===== src/rtl/operand_loader.sv =====
// Front-end input stage: synchronises and debounces the board buttons and mode switch,
// then commits each button chord into an operand load or a display-select change.
module operand_loader #(
    parameter int N             = 12,
    parameter int DB_CYCLES     = 50000,
    parameter int SETTLE_CYCLES = 1000
) (
    input  logic         clk,
    input  logic         rst,
    input  logic [N-1:0] s,
    input  logic         b1,
    input  logic         b2,
    input  logic         b3,
    input  logic         pl,
    output logic [N-1:0] r1,
    output logic [N-1:0] r2,
    output logic [3:0]   r3,
    output logic [1:0]   dbcmd,
    output logic         load_pulse,
    output logic         err
);

    localparam int CW = $clog2(DB_CYCLES + 1);
    localparam int SW = $clog2(SETTLE_CYCLES + 1);
    localparam logic [CW-1:0] DB_LAST     = CW'(DB_CYCLES - 1);
    localparam logic [SW-1:0] SETTLE_LAST = SW'(SETTLE_CYCLES - 1);

    typedef enum logic [1:0] {IDLE, SETTLE, COMMIT, HOLD} state_t;

    state_t          state, next_state;
    logic [3:0]      raw_meta, raw_sync, db;
    logic [N-1:0]    s_meta, s_sync;
    logic [CW-1:0]   db_cnt [4];
    logic [SW-1:0]   settle_cnt;
    logic            settle_clr, settle_inc;
    logic [2:0]      btn;
    logic            pl_db;
    logic [N-1:0]    r1_d, r2_d;
    logic [3:0]      r3_d;
    logic [1:0]      dbcmd_d;
    logic            err_d, pulse_d;

    // Bit order of the raw vector: {pl, b3, b2, b1}
    always_ff @(posedge clk) begin
        if (rst) begin
            raw_meta <= '0;
            raw_sync <= '0;
            s_meta   <= '0;
            s_sync   <= '0;
        end else begin
            raw_meta <= {pl, b3, b2, b1};
            raw_sync <= raw_meta;
            s_meta   <= s;
            s_sync   <= s_meta;
        end
    end

    always_ff @(posedge clk) begin
        if (rst) begin
            db <= '0;
            for (int unsigned i = 0; i < 4; i++) db_cnt[i] <= '0;
        end else begin
            for (int unsigned i = 0; i < 4; i++) begin
                if (raw_sync[i] == db[i]) begin
                    db_cnt[i] <= '0;
                end else if (db_cnt[i] == DB_LAST) begin
                    db[i]     <= ~db[i];
                    db_cnt[i] <= '0;
                end else begin
                    db_cnt[i] <= db_cnt[i] + 1'b1;
                end
            end
        end
    end

    assign btn   = db[2:0];
    assign pl_db = db[3];

    always_ff @(posedge clk) begin
        if (rst) begin
            state      <= IDLE;
            settle_cnt <= '0;
            r1         <= '0;
            r2         <= '0;
            r3         <= '0;
            dbcmd      <= '0;
            err        <= 1'b0;
            load_pulse <= 1'b0;
        end else begin
            state      <= next_state;
            if (settle_clr)      settle_cnt <= '0;
            else if (settle_inc) settle_cnt <= settle_cnt + 1'b1;
            r1         <= r1_d;
            r2         <= r2_d;
            r3         <= r3_d;
            dbcmd      <= dbcmd_d;
            err        <= err_d;
            load_pulse <= pulse_d;
        end
    end

    always_comb begin
        next_state = state;
        settle_clr = 1'b0;
        settle_inc = 1'b0;
        r1_d       = r1;
        r2_d       = r2;
        r3_d       = r3;
        dbcmd_d    = dbcmd;
        err_d      = err;
        pulse_d    = 1'b0;
        unique case (state)
            IDLE: begin
                if (btn != 3'b000) begin
                    next_state = SETTLE;
                    settle_clr = 1'b1;
                end
            end
            SETTLE: begin
                if (btn == 3'b000)                next_state = IDLE;
                else if (settle_cnt == SETTLE_LAST) next_state = COMMIT;
                else                              settle_inc = 1'b1;
            end
            COMMIT: begin
                next_state = HOLD;
                // Any chord other than a single button is rejected without touching registers
                if (btn == 3'b001 || btn == 3'b010 || btn == 3'b100) begin
                    err_d = 1'b0;
                    if (pl_db) begin
                        dbcmd_d = 2'b00;
                        pulse_d = 1'b1;
                        if (btn == 3'b001)      r1_d = s_sync;
                        else if (btn == 3'b010) r2_d = s_sync;
                        else                    r3_d = s_sync[3:0];
                    end else begin
                        if (btn == 3'b001)      dbcmd_d = 2'b01;
                        else if (btn == 3'b010) dbcmd_d = 2'b10;
                        else                    dbcmd_d = 2'b11;
                    end
                end else begin
                    err_d   = 1'b1;
                    dbcmd_d = 2'b00;
                end
            end
            HOLD: begin
                if (btn == 3'b000) next_state = IDLE;
            end
            default: next_state = IDLE;
        endcase
    end

endmodule

===== config.mk =====
export PLATFORM = sky130hd
export DESIGN_NAME = operand_loader
export DESIGN_NICKNAME = d
export VERILOG_FILES = /design/src/rtl/operand_loader.sv
export SDC_FILE = /design/constraint.sdc
export NUM_CORES = 1
export LEC_CHECK = 0
export CAP_MARGIN = 30
export CELL_PAD_IN_SITES_DETAIL_PLACEMENT = 0
export CELL_PAD_IN_SITES_GLOBAL_PLACEMENT = 1
export CORE_MARGIN = 1
export CORE_UTILIZATION = 45
export CTS_BUF_LIST = sky130_fd_sc_hd__clkbuf_8
export DETAILED_ROUTE_END_ITERATION = 6
export HOLD_SLACK_MARGIN = 0.15
export PLACE_DENSITY = 0.89
export SYNTH_ARGS = -nofsm -noshare
export SYNTH_HDL_FRONTEND = slang
export SYNTH_SLANG_ARGS = --single-unit

===== constraint.sdc =====
create_clock -name clk -period 5 [get_ports clk]
set_clock_uncertainty 0.05 [all_clocks]
set_input_delay 1 -clock clk [delete_from_list [all_inputs] [get_ports clk]]
set_output_delay 1 -clock clk [all_outputs]
set_load 0.05 [all_outputs]

# After elaboration in Yosys (flattened, before gate mapping)
# Memory sizes are Yosys's and may differ from the RTL's.
# Cells that the tools add are included.
# totals
input_bits	18
ff_bits	80
n_memories	1
ram_bits	64
word_cells	153
# memory_table
memory	depth	word_bits	rd	rd_clocked_by_memory_dff	wr	line	rtl
db_cnt	4	16	4	0	4	33	logic [CW-1:0] db_cnt [4];
# classes
n_eq_ne	18
n_reduce_logical	15
addsub	5
muxes	74
bitwise_logic	24
# op_table
op	count
16-bit two-way mux	12
16-bit by 1-bit adder with 16-bit output, second input constant	4
16-bit equality test, second input constant	4
1-bit two-way mux	54
2-bit two-way mux	7
1-bit NOT	12
1-bit bitwise OR	12
10-bit by 1-bit adder with 10-bit output, second input constant	1
10-bit equality test, second input constant	1
5-bit AND reduction	2
2-bit one-hot mux with 4 select lines	1
2-bit AND reduction	4
1-bit equality test	4
2-bit equality test, second input constant	2
2-bit inequality test, second input constant	2
4-bit AND reduction	1
3-bit by 1-bit equality test with 1-bit output, second input constant	1
3-bit by 2-bit equality test with 1-bit output, second input constant	1
3-bit equality test, second input constant	1
3-bit logical NOT	1
3-bit inequality test, second input constant	1
3-bit AND reduction	1
3-bit nonzero test	1
3-bit OR reduction	1
other kinds (4)	5

# Longest topological paths before layout
# Gate-level depths: netlist (run 1).
# An unclocked memory read counts as a cell.
# logic_depth
depth_word	8
depth_mapped	7
ltp_nobuf	5

# Worst setup path before layout (run 1)
# OpenSTA, ideal clock, no wires.
# synth_timing
kind	register to register
start	memory db_cnt[1][4] in the netlist's numbering
end	memory db_cnt[1][10] in the netlist's numbering (data pin)
setup_ps	255
stages_incl_launch_ff	6
setup_slack_ps	2914
t_required_ps	4695
arrival_time_ps	1781
path_buffers	1
cell_sequence	edfxtp_1 or4_1 or4_4 nand2_4 buf_12 nor2_2
# synth_lines
item	line
from (decl)	33

# Final worst setup path (run 1)
# layout_timing
start	register r2[1]
end	output r2[1]
# layout_lines
item	line	rtl
from (decl)	16	output logic [N-1:0] r2,
from (signal assigned)	94	r2 <= r2_d;
# No word-level cell between the ends.

==> results of run 1 <==
==> layout make-up <==
type,instances,share of cell area (%)
Multi-Input combinational cell,475,37.9
Tap cell,180,2.98
Clock inverter,15,1.92
Timing Repair Buffer,51,6.62
Sequential cell,144,46.6
Inverter,18,0.893
Clock buffer,17,3.09
==> cells in the final DEF, fill, tap and decap left out, types with 5 or more instances in the layout <==
cell type	netlist	final
nand2_1	18	18
conb_1	1	64
nor4_1	25	25
nor2_1	93	93
or3_1	5	5
xor2_1	8	8
nor2_2	20	20
nor3_1	18	18
xnor2_1	56	56
or4_1	5	5
mux2i_1	32	32
a21oi_1	9	9
nand4_1	18	18
edfxtp_1	64	64
nand3_1	25	25
nor2b_1	33	33
inv_6	0	6
inv_1	18	18
ha_1	5	5
dfxtp_1	80	80
clkdlybuf4s50_1	0	48
clkbuf_8	0	17
==> routing by layer <==
metal / vias up / wire, um
met5: - / 0
met4: 0 / 233
met3: 23 / 668
met2: 80 / 5160
met1: 2051 / 5220
li1: 2250 / -
==> stage by stage <==
step | setup slack (ns) | cells | instance area [sq um]
after global routing | 2.27 | 900 | 7560
after floorplan | 2.91 | 659 | 6600
final | 2.31 | 900 | 7560
after global placement | 2.53 | 867 | 7180
after CTS | 2.29 | 900 | 7560
after detailed placement | 2.56 | 868 | 7190
==> cell usage after synthesis, drive strengths merged <==
cell	count
nor2	113
dfxtp	80
edfxtp	64
xnor2	56
nor2b	33
mux2i	32
nor4	26
nand3	25
nand2	20
inv	18
nand4	18
nor3	18
buf	12
clkbuf	10
a21oi	9
xor2	8
or4	7
ha	5
or3	5
o21ai	4
a211oi	3
and3	3
and4	2
nand2b	2
nand4b	2
o211ai	2
o21a	2
o31a	2
o31ai	2
or2	2
or4b	2
or4bb	2
a21o	1
and3b	1
conb	1
mux2	1
nand3b	1
nor4b	1
nor4bb	1
==> how the worst max path moves through the flow <==
stage	start	slack, ns	endpoint
floorplan	db_cnt[1][4]	2.91	db_cnt[1][10]
global placement	rst	2.53	db_cnt[0][13]
finish	r2[1]	2.31	r2[1]
detailed placement	rst	2.56	db_cnt[0][2]
CTS	r2[1]	2.29	r2[1]
global route	r1[8]	2.27	r1[8]
==> power groups by stage <==
stage | sequential [mW] | combinational [mW] | clock, mW
after floorplan | 1.31 | 0.0631 | 0
after global placement | 1.32 | 0.0801 | 0
after detailed placement | 1.32 | 0.0818 | 0
after CTS | 1.29 | 0.0824 | 0.915
after global routing | 1.30 | 0.0943 | 0.959
final | 1.29 | 0.0828 | 0.888
==> state kept, by name, summed over array words and instances, names as in the netlist, named ones only <==
signal and flops:
r1 12, dbcmd 2, load_pulse 1, raw_sync 4, db 4, r2 12
db_cnt 64, state 1, s_sync 12, s_meta 12, err 1, raw_meta 4
r3 4, settle_cnt 10
==> kinds of logic (layout without fill, tap and decap cells) <==
family / count (synthesis) / in the layout / share of synthesized area (%)
xor+xnor: 64 / 64 / 8.81
mux: 33 / 33 / 5.21
fa+ha+maj: 5 / 5 / 0.983
other cells: 1 / 64 / 0.0589
flops: 144 / 144 / 55.4
simple gates: 284 / 284 / 23.8
buf+inv: 40 / 101 / 3.28
compound gates: 25 / 25 / 2.48
==> metrics.md, run 1 <==
| Metric | Value |
|---|---|
| Status | `finished clean` |
| Finish-stage setup viols | `0` |
| Post-Syn Area per Cell | `10.7 sq um` |
| Cell at the slowest stage of the critical path | `clkdlybuf4s50_1` |
| Antenna cells | `0` |
| Max incr delay on CP | `0.82 ns` |
| # nets final | `730` |
| Share of post-route cells with drive strength above 1 | `8.89%` |
| CP Depth | `1` |
| Clk slew on worst S/H paths | `0.08 ns` |
| GRT Total Usage | `16.5%` |
| Area leader, netlist | `edfxtp_1` |
| GRT met1 Usage | `20.5%` |
| Largest delay share family, worst path | `buffers and inverters` |
| Capturing element type of the critical path | `primary output` |
| Unrepaired setup endpoints after global routing | `no` |
| Largest net degree at the start of global routing | `57` |
| Post-synth top area share | `30.2%` |
| Tot Pwr | `2.26 mW` |
| Switching portion of total power | `24.4%` |
| DRC violations left | `0` |
| Startpoint types | `register` |
| Hold endpoint | `raw_sync[1]` |
| Final hold slack | `0.384 ns` |
| Final min period | `2.69 ns` |
| Cell variety after synth | `49` |
| Seq. cell area | `3520 sq um` |
| Reg-to-Reg Start | `db_cnt[0][0]` |
| Slew HR | `44.2%` |
| Root Buffer | `clkbuf_8` |
| Resized Gates After CTS | `0` |
| Vias | `4404` |
| Cell Chain, Critical Path | `clkdlybuf4s50_1` |
| Synth top area cells | `edfxtp_1 30%, dfxtp_1 25%, xnor2_1 7.7%` |
| Die width | `121 um` |
| Endpoints failing hold | `0` |
| Hold Startpoint | `raw_meta[1]` |
| Clk pwr share | `39.2%` |
| Drt pass-1 iters | `4` |
| Internal Power | `1.71 mW` |
| First-pass GRT wire length | `19200 um` |
| # Max-Cap Violations | `0` |
| Worst hold path class | `register to register` |
| Setup TNS | `0 ns` |
| Gate Count Post-Synth | `596` |
| Reg2Reg Depth | `6` |
| Comb pwr share | `3.7%` |
| Wirelength per Cell | `12.5 um` |
| CTS tree | `built` |
| Gp weighted congestion | `0.809` |
| Peak VDD IR | `0.000214 V` |
| Slew Viols, Final | `0` |
| Fmax achieved | `372 MHz` |
| Part of the Yosys area used for sequential elements | `55.4%` |
| Antenna violations before repair | `0` |
| Die footprint | `14600 sq um` |
| Remaining Overflow, GRT | `0` |
| CP Class | `register to primary output` |
| Buffers added on ports | `49` |
| Initial core utilization | `46.0%` |
| R2R Path End | `db_cnt[0][2]` |
| Io pins | `50` |
| Worst slew pin tran | `0.834 ns` |
| H-tree depth | `4` |
| Post-layout util | `54.7%` |
| Hold buffers post-CTS | `0` |
| Seq pwr share | `57.1%` |
| FF-to-FF setup slack | `2.64 ns` |
| Number of CTS-inserted buffers | `17` |
| Post-CTS setup buffer count | `0` |
| Area occupied by multi-input gates | `2870 sq um` |
| # clock sinks | `144` |
| Detailed router's first-iteration violation count | `185` |
| Worst-Skew Late Latency | `0.43 ns` |
| Detailed Place HPWL | `7980 um` |
| GR peak layer | `met2` |
| Highest fanout seen on the critical path | `2` |
| Met2 usage | `25.9%` |
| Antenna-violating nets left | `0` |
| Core ar. | `13800 sq um` |
| Met3 GRT Util | `6.06%` |
| Clock buffer depth | `2` |
| Psw | `0.552 mW` |
| Pwr dens | `299 nW/um^2` |
| WP data arrival | `1.64 ns` |
| Worst path required time | `3.95 ns` |
| Post-route clock period utilization | `53.8%` |
| Vias in the first global route | `4197` |
| Hold Path Depth | `1` |
| CP Buf/Inv Count | `1` |
| Post-Syn Area | `6360 sq um` |
| FILL cells | `1192` |
| Ys Warns | `0` |
| Drt total wl | `11300 um` |
| Vias/cell | `4.89` |
| Leak | `2.78 nW` |
| Rows | `43` |
| Area Overhead vs Synth | `18.9%` |
| Synthesized flop and latch total | `144` |
| Die Y | `121 um` |
No activity file was read; power rests on OpenSTA's default activity.
==> inputs of run 2 (changes only) <==
==> constraint.sdc (replaced) <==
create_clock -name clk -period 2.6 [get_ports clk]
set_clock_uncertainty 0.05 [all_clocks]
set_input_delay 0.52 -clock clk [delete_from_list [all_inputs] [get_ports clk]]
set_output_delay 0.52 -clock clk [all_outputs]
set_load 0.05 [all_outputs]
==> run 2 against run 1 <==
Compared with the run above: clock power up 97%; via count decreased by 0.32%; total power is 94% higher; global-route usage increased by 0.48 points; critical endpoint is now db_cnt[2][2]; largest power group unchanged.
==> metrics.md, run 2 (synthesis gave the netlist of run 1 again) <==
| Metric | Value |
|---|---|
| CP Class | `register to register` |
| WP data arrival | `2.45 ns` |
| Number of CTS-inserted buffers | `17` |
| Remaining Overflow, GRT | `0` |
| Rows | `43` |
| Finish-stage setup viols | `0` |
| Worst slew pin tran | `0.794 ns` |
| Share of post-route cells with drive strength above 1 | `9.52%` |
| # Max-Cap Violations | `0` |
| Largest Register | `db_cnt` |
| Max reg flops | `64` |
| Endpoints failing hold | `0` |
| Buffers added on ports | `49` |
| Clock buffer depth | `2` |
| Drt total wl | `11200 um` |
| Highest fanout seen on the critical path | `16` |
| Slew HR | `47.1%` |
| Root Buffer | `clkbuf_8` |
| Post-CTS setup buffer count | `0` |
| Unrepaired setup endpoints after global routing | `no` |
| Wirelength per Cell | `12.4 um` |
| FF-to-FF setup slack | `0.29 ns` |
| Hold buffers post-CTS | `0` |
| Final min period | `2.31 ns` |
| # nets final | `735` |
| Fmax achieved | `433 MHz` |
| Initial core utilization | `46.0%` |
| Area Overhead vs Synth | `19.6%` |
| Vias/cell | `4.85` |
| Worst path required time | `2.74 ns` |
| Die Y | `121 um` |
| Leak | `2.81 nW` |
| Capturing element type of the critical path | `register` |
| Tot Pwr | `4.40 mW` |
| DRC violations left | `0` |
| Status | `finished clean` |
| FILL cells | `1201` |
| Vias | `4390` |
| CTS tree | `built` |
| Startpoint types | `register` |
| Antenna violations before repair | `0` |
| Gp weighted congestion | `0.824` |
| Io pins | `50` |
| H-tree depth | `4` |
| Most common cell after layout, fill and taps aside | `nor2_1` |
| Clk slew on worst S/H paths | `0.08 ns` |
| Detailed router's first-iteration violation count | `147` |
| Peak VDD IR | `0.000660 V` |
| Antenna cells | `0` |
| First-pass GRT wire length | `19600 um` |
| Slew Viols, Final | `0` |
| Vias in the first global route | `4435` |
| Post-route clock period utilization | `88.8%` |
| Detailed Place HPWL | `7780 um` |
| Resized Gates After CTS | `0` |
| Setup TNS | `0 ns` |
| Fin cells | `905` |
| Seq. cell area | `3520 sq um` |
| Largest net degree at the start of global routing | `25` |
| Cell count after placement | `873` |
| Core ar. | `13800 sq um` |
| Commonest non-fill, non-tap cells in the layout | `93 x nor2_1, 80 x dfxtp_1, 64 x edfxtp_1, 64 x conb_1, 56 x xnor2_1` |
| Die width | `121 um` |
| Area occupied by multi-input gates | `2870 sq um` |
| GRT Total Usage | `17.0%` |
| Antenna-violating nets left | `0` |
| Drt pass-1 iters | `4` |
| Worst-Skew Late Latency | `0.46 ns` |
| Die footprint | `14600 sq um` |
| Pwr dens | `577 nW/um^2` |
| Worst hold path class | `register to register` |
| # clock sinks | `144` |
## run 2: metal layers
layer | global-route usage [%] | up-vias | wire (um) | part of all wire (%)
li1 | - | 2254 | - | -
met1 | 19.9 | 2044 | 5080 | 45
met2 | 27.8 | 79 | 5360 | 48
met3 | 6.39 | 13 | 650 | 5.8
met4 | 7.25 | 0 | 165 | 1.5
met5 | 0 | - | 0 | 0
## run 2: worst max-delay path: stages (launching register included)
cell and delay [ns]:
edfxtp_1 0.47, or4_1 0.56, nor4_2 0.36, or3_1 0.50
nor2_1 0.11
## run 2: power by group
group | internal, mW | switching, mW | leakage (nW)
clock | 0.816 | 0.933 | 0.204
sequential | 2.43 | 0.0572 | 1.31
combinational | 0.0781 | 0.0858 | 1.29
## run 2: path summary, 6_finish.rpt
check | startpoint | endpoint | cells after the start
setup / recovery | db_cnt[2][11] | db_cnt[2][2] | 4
hold / removal | raw_meta[1] | raw_sync[1] | 1
setup reg to reg | db_cnt[2][11] | db_cnt[2][2] | 4
hold reg to reg | raw_meta[1] | raw_sync[1] | 1
## run 2: final cells by class
class	instances	area share [%]
inverter	18	0.887
clock buffer	18	3.25
clock inverter	14	1.87
tap	180	2.96
timing repair buffer	56	7.07
multi-input combinational	475	37.7
sequential	144	46.3
## run 2: metrics by stage
| step | setup slack [ns] | util, % | hold WS, ns | area [sq um] |
|---|---|---|---|---|
| final | 0.292 | 55.1 | 0.391 | 7610 |
| after global routing | 0.164 | 55.1 | 0.409 | 7610 |
| after CTS | 0.270 | 55.1 | 0.396 | 7610 |
| after detailed placement | 0.281 | 52.2 | 0.373 | 7220 |
| after global placement | 0.363 | 52.2 | 0.367 | 7220 |
| after floorplan | 0.514 | - | 0.364 | 6600 |
==> patch 1, RTL diff (config.mk and constraints of run 2) <==
Change the parameter `N` from 12 to 24.
--- a/src/rtl/operand_loader.sv
+++ b/src/rtl/operand_loader.sv
@@ -2,5 +2,5 @@
 // then commits each button chord into an operand load or a display-select change.
 module operand_loader #(
-    parameter int N             = 12,
+    parameter int N             = 24,
     parameter int DB_CYCLES     = 50000,
     parameter int SETTLE_CYCLES = 1000
Interface: changed (resized r1, r2 and s); port bits go from 50 to 86. No check against the original RTL was run, so the function may have changed too.
==> patch 1 against run 2 <==
Utilization increased by 1.4 points; hold slack worse by 19 ps; sequential cell count up 48; wire length rose by 27%; count of clock-buffer cells in the layout shrank 1; die area is 20% higher; first-iteration DRC count up 80%; cell area up 23%; cell count is 28% higher; synthesized area is 21% higher; synthesized cell count grew 31%; setup slack improved by 57 ps; total power grew 23%.
==> patch 1: results (changes against run 2) <==
stage,metric,value,unit,change
yosys,synth_seq_area_share,58.3,%,+2.9 points
global_route,grt_pass1_wl,23900,um,+22%
global_route,grt_util_met3,3.87,%,-2.5 points
setup_path,slowest_delay,820,ps,+260 ps
power_and_ir_drop,power,5.39,mW,+23%
global_route,antenna_found_initial,0,,unchanged
cells_and_area,layout-drive-gt1-share,5.34,%,-4.2 points
detailed_routing,top_layer,met4,,
place,place_area,9000,sq um,+25%
power_and_ir_drop,comb-power,0.201,mW,+23%
detailed_routing,wl_per_cell,12.3,um,-0.71%
status,status,"finished, final reports clean",,
detailed_routing,met3_length,374,um,-42%
cells_and_area,diodes,0,,unchanged
global_route,grt_pass1_vias,5011,,+13%
place,io_buffer_count,85,,+73%
global_route,gr-usage-met2,27.2,%,-0.56 points
hold_path,min-delay-start,rst,,
cells_and_area,fillers,1521,,+27%
cells_and_area,largest_reg_flops,64,,unchanged
cts,clkLatencyLatePin,460,ps,about the same
yosys,synth_edf_count,64,,unchanged
yosys,async_reset_ff_share,0,%,unchanged
cells_and_area,layoutNonFillerInstCount,1157,,+28%
global_route,met1_usage,22.4,%,+2.6 points
power_and_ir_drop,vdd_ir_drop_max,0.000323,V,-51%
detailed_routing,drt_iter0_drc,264,,+80%
cts,cts_max_level,4,,unchanged
cells_and_area,fin_nets,960,,+31%
yosys,synthTopCellsByCount,"dfxtp_1 (128), nand2_1 (115), nor2_1 (89)",,
setup_path,crit_fanout,2,,-14
power_and_ir_drop,power.leakage,3.21,nW,+14%
power_and_ir_drop,switching_share,24.1,%,-0.40 points
detailed_routing,vias,5514,,+26%
cells_and_area,top_register,db_cnt,,
detailed_routing,wl_met1,6820,um,+34%
place,pre_cts_slack,375,ps,+94.0 ps
timing,slew_headroom,61.1,%,+14 points
place,finalWeightedCongestion,0.775,,-6.0%
place,dp_hpwl,9710,um,+25%
setup_path,cp.arrival,1680,ps,-770 ps
setup_path,r2r-start,db_cnt[2][11]$_SDFFCE_PN0P_,,
detailed_routing,firstDrtPassIters,4,,unchanged
yosys,ys_top_cells_by_area,"dfxtp_1 (33%), edfxtp_1 (25%), xnor2_1 (6.0%), nand2_1 (5.6%), nor2b_1 (4.6%)",,
place,dp.cells,1126,,+29%
yosys,syn_inst,781,,+31%
cts,ctsResizeCount,0,,unchanged
setup_path,cpMaxStageDelayCell,clkdlybuf4s50_1,,
hold_path,hp-class,in -> reg,,
global_route,grt_use_total,17.1,%,+0.088 points
cts,clockBufferDepth,2,,unchanged
setup_path,cp-startpoint,err$_SDFFE_PP0P_,,
yosys,yosys_warnings,0,,unchanged
power_and_ir_drop,seq_power_share,60.1,%,+3.6 points
yosys,yosysUniqueCellTypes,46,,-6.1%
setup_path,cp_top_family,buffers and inverters,,
cts,clkTransAtPathRegs,100,ps,+20 ps
cts,postCtsSetupBuffers,0,,unchanged
global_route,grt_max_degree,104,,+320%
detailed_routing,route.met2.wl,6850,um,+28%
## patch 1: worst paths after layout
| path | to | slack, ps | cells after the start |
|---|---|---|---|
| min | dbcmd[1]$_SDFFE_PP0P_ | 370 | 2 |
| max | err | 350 | 1 |
| min reg2reg | s_sync[11]$_SDFF_PP0_ | 390 | 1 |
| max reg2reg | db_cnt[2][7]$_SDFFCE_PN0P_ | 370 | 5 |
## patch 1: cell families (layout without fill, tap and decap cells)
logic type	after synthesis	count (layout)	synth area share [%]
mux	8	8	1.06
xor+xnor	61	61	6.95
simple gates	377	377	24.1
compound gates	81	81	5.61
other cells	1	64	0.0488
fa+ha+maj	5	5	0.813
buf+inv	56	149	3.14
flops	192	192	58.3
## patch 1: area by class of cell
cell class	count	area [sq um]	area share [%]
flip-flops and latches	192	4480	47.7
multi-input cells	596	3210	34.2
inverters	22	82.6	0.879
clock inverters	14	164	1.74
well taps	220	275	2.93
repair buffers	96	943	10.0
clock buffers	17	234	2.49
==> patch 2, RTL diff (config.mk and constraints of run 2) <==
Without the edit above. Re-encode `state_t` (4 states) as one-hot, 4 bits wide.
--- a/src/rtl/operand_loader.sv
+++ b/src/rtl/operand_loader.sv
@@ -26,5 +26,5 @@
     localparam logic [SW-1:0] SETTLE_LAST = SW'(SETTLE_CYCLES - 1);
 
-    typedef enum logic [1:0] {IDLE, SETTLE, COMMIT, HOLD} state_t;
+    typedef enum logic [3:0] {IDLE = 4'b0001, SETTLE = 4'b0010, COMMIT = 4'b0100, HOLD = 4'b1000} state_t;
 
     state_t          state, next_state;
Check against the original RTL: same outputs for any inputs over 10 cycles, from zero or initial values and one cycle with rst high; not proved beyond that.
==> patch 2 against run 2 <==
Critical path type unchanged; setup slack got worse by 93 ps; total power fell by 0.77%; sequential cell count rose by 2; largest power group unchanged; wire length rose by 4.8%; non-clock buffer count rose by 3; synthesized area rose by 0.57%; highest routed layer unchanged; cell area rose by 1.0%.
==> patch 2: results (changes against run 2) <==
stage,metric,value,unit,change
cts,clkTransAtPathRegs,80,ps,about the same
cells_and_area,fillers,1238,,+3.1%
setup_path,worstSetupPathType,reg -> reg,,
status,status,"finished, final reports clean",,
cells_and_area,layout-drive-gt1-share,6.81,%,-2.7 points
cells_and_area,top_register,db_cnt,,
floorplan,initial_core_util,46.1,%,+0.083 points
setup_path,reg2regPathDepth,4,,unchanged
place,finalWeightedCongestion,0.827,,+0.46%
cts,clkLatencyLatePin,450,ps,
global_route,grt_max_degree,45,,+80%
cells_and_area,layoutNonFillerInstCount,929,,+2.7%
setup_path,rr_endpoint,db_cnt[0][2]$_SDFFCE_PN0P_,,
global_route,grt_use_total,17.5,%,+0.55 points
global_route,gr-usage-met2,28.4,%,+0.64 points
place,dp_hpwl,8290,um,+6.6%
global_route,antenna_found_initial,0,,unchanged
yosys,muxShareOfSynthArea,3.44,%,-1.8 points
global_route,grt_util_met3,4.89,%,-1.5 points
yosys,synthXorXnorAreaFrac,8.76,%,-0.050 points
setup_path,cp.arrival,2540,ps,+90 ps
setup_path,crit_fanout,16,,unchanged
setup_path,r2r_slack,200,ps,-90 ps
timing,tightest_slew,566,ps,-228 ps
cells_and_area,fin_nets,760,,+3.4%
cts,cts_made_buffers,17,,unchanged
power_and_ir_drop,vdd_ir_drop_max,0.000388,V,-41%
global_route,grt_pass1_wl,20000,um,+2.2%
yosys,synth-adder-area-share,0.977,%,-0.0056 points
power_and_ir_drop,power.leakage,2.76,nW,-1.7%
detailed_routing,wl_met1,5460,um,+7.5%
yosys,synthTopCellsByCount,"nor2_1 (96), dfxtp_1 (82), edfxtp_1 (64)",,
detailed_routing,vias,4617,,+5.2%
global_route,grt_pass1_vias,4399,,-0.81%
yosys,yosys_most_used_dff,dfxtp_1,,
yosys,synth-compound-area-share,3.38,%,+0.90 points
yosys,ys_top_cells_by_area,"edfxtp_1 (30%), dfxtp_1 (26%), xnor2_1 (6.8%), nor2_1 (5.6%), mux2i_1 (3.4%)",,
detailed_routing,drt_iter0_drc,191,,+30%
yosys,syn_inst,620,,+4.0%
place,dp.cells,898,,+2.9%
detailed_routing,route.met2.wl,5670,um,+5.9%
yosys,synth_seq_area_share,55.7,%,+0.31 points
global_route,met1_usage,21.5,%,+1.6 points
detailed_routing,met3_length,486,um,-25%
hold_path,min-delay-start,s_meta[10]$_SDFF_PP0_,,
detailed_routing,drt_wl_total,11800,um,+4.8%
detailed_routing,firstDrtPassIters,5,,+1
hold_path,hold_end,s_sync[10]$_SDFF_PP0_,,
yosys,yosysUniqueCellTypes,43,,-12%
setup_path,r2r-start,db_cnt[0][4]$_SDFFCE_PN0P_,,
cts,ctsResizeCount,0,,unchanged
yosys,yosys_warnings,0,,unchanged
patch 2: cell types whose count changed in the layout (fill, tap and decap cells not counted), moves of 6 or more:
cell     change
a21oi_1     +12
xor2_1       +6
xnor2_1      -6
nand2_1     +30
inv_1        -6
nor4_1       -6
nor2_2      -20
mux2i_1     -10
patch 2: per-stage QoR:
stage	hold WS, ps	area, sq um	setup WS (ps)
2_1_floorplan	364	6640	394
3_3_place_gp	367	7310	264
3_5_place_dp	374	7310	187
4_1_cts	394	7690	191
5_1_grt	403	7690	62.1
6_report	388	7690	200
patch 2: where the power goes:
part	switching [mW]	internal [mW]
logic	0.0839	0.0757
clock network	0.856	0.833
registers	0.0561	2.46
patch 2: cell type report:
| class | count | area share, % |
|---|---|---|
| Multi-Input combinational cell | 501 | 38.0 |
| Timing Repair Buffer | 59 | 7.29 |
| Clock buffer | 20 | 3.58 |
| Sequential cell | 146 | 46.3 |
| Tap cell | 180 | 2.93 |
| Inverter | 12 | 0.586 |
| Clock inverter | 11 | 1.30 |
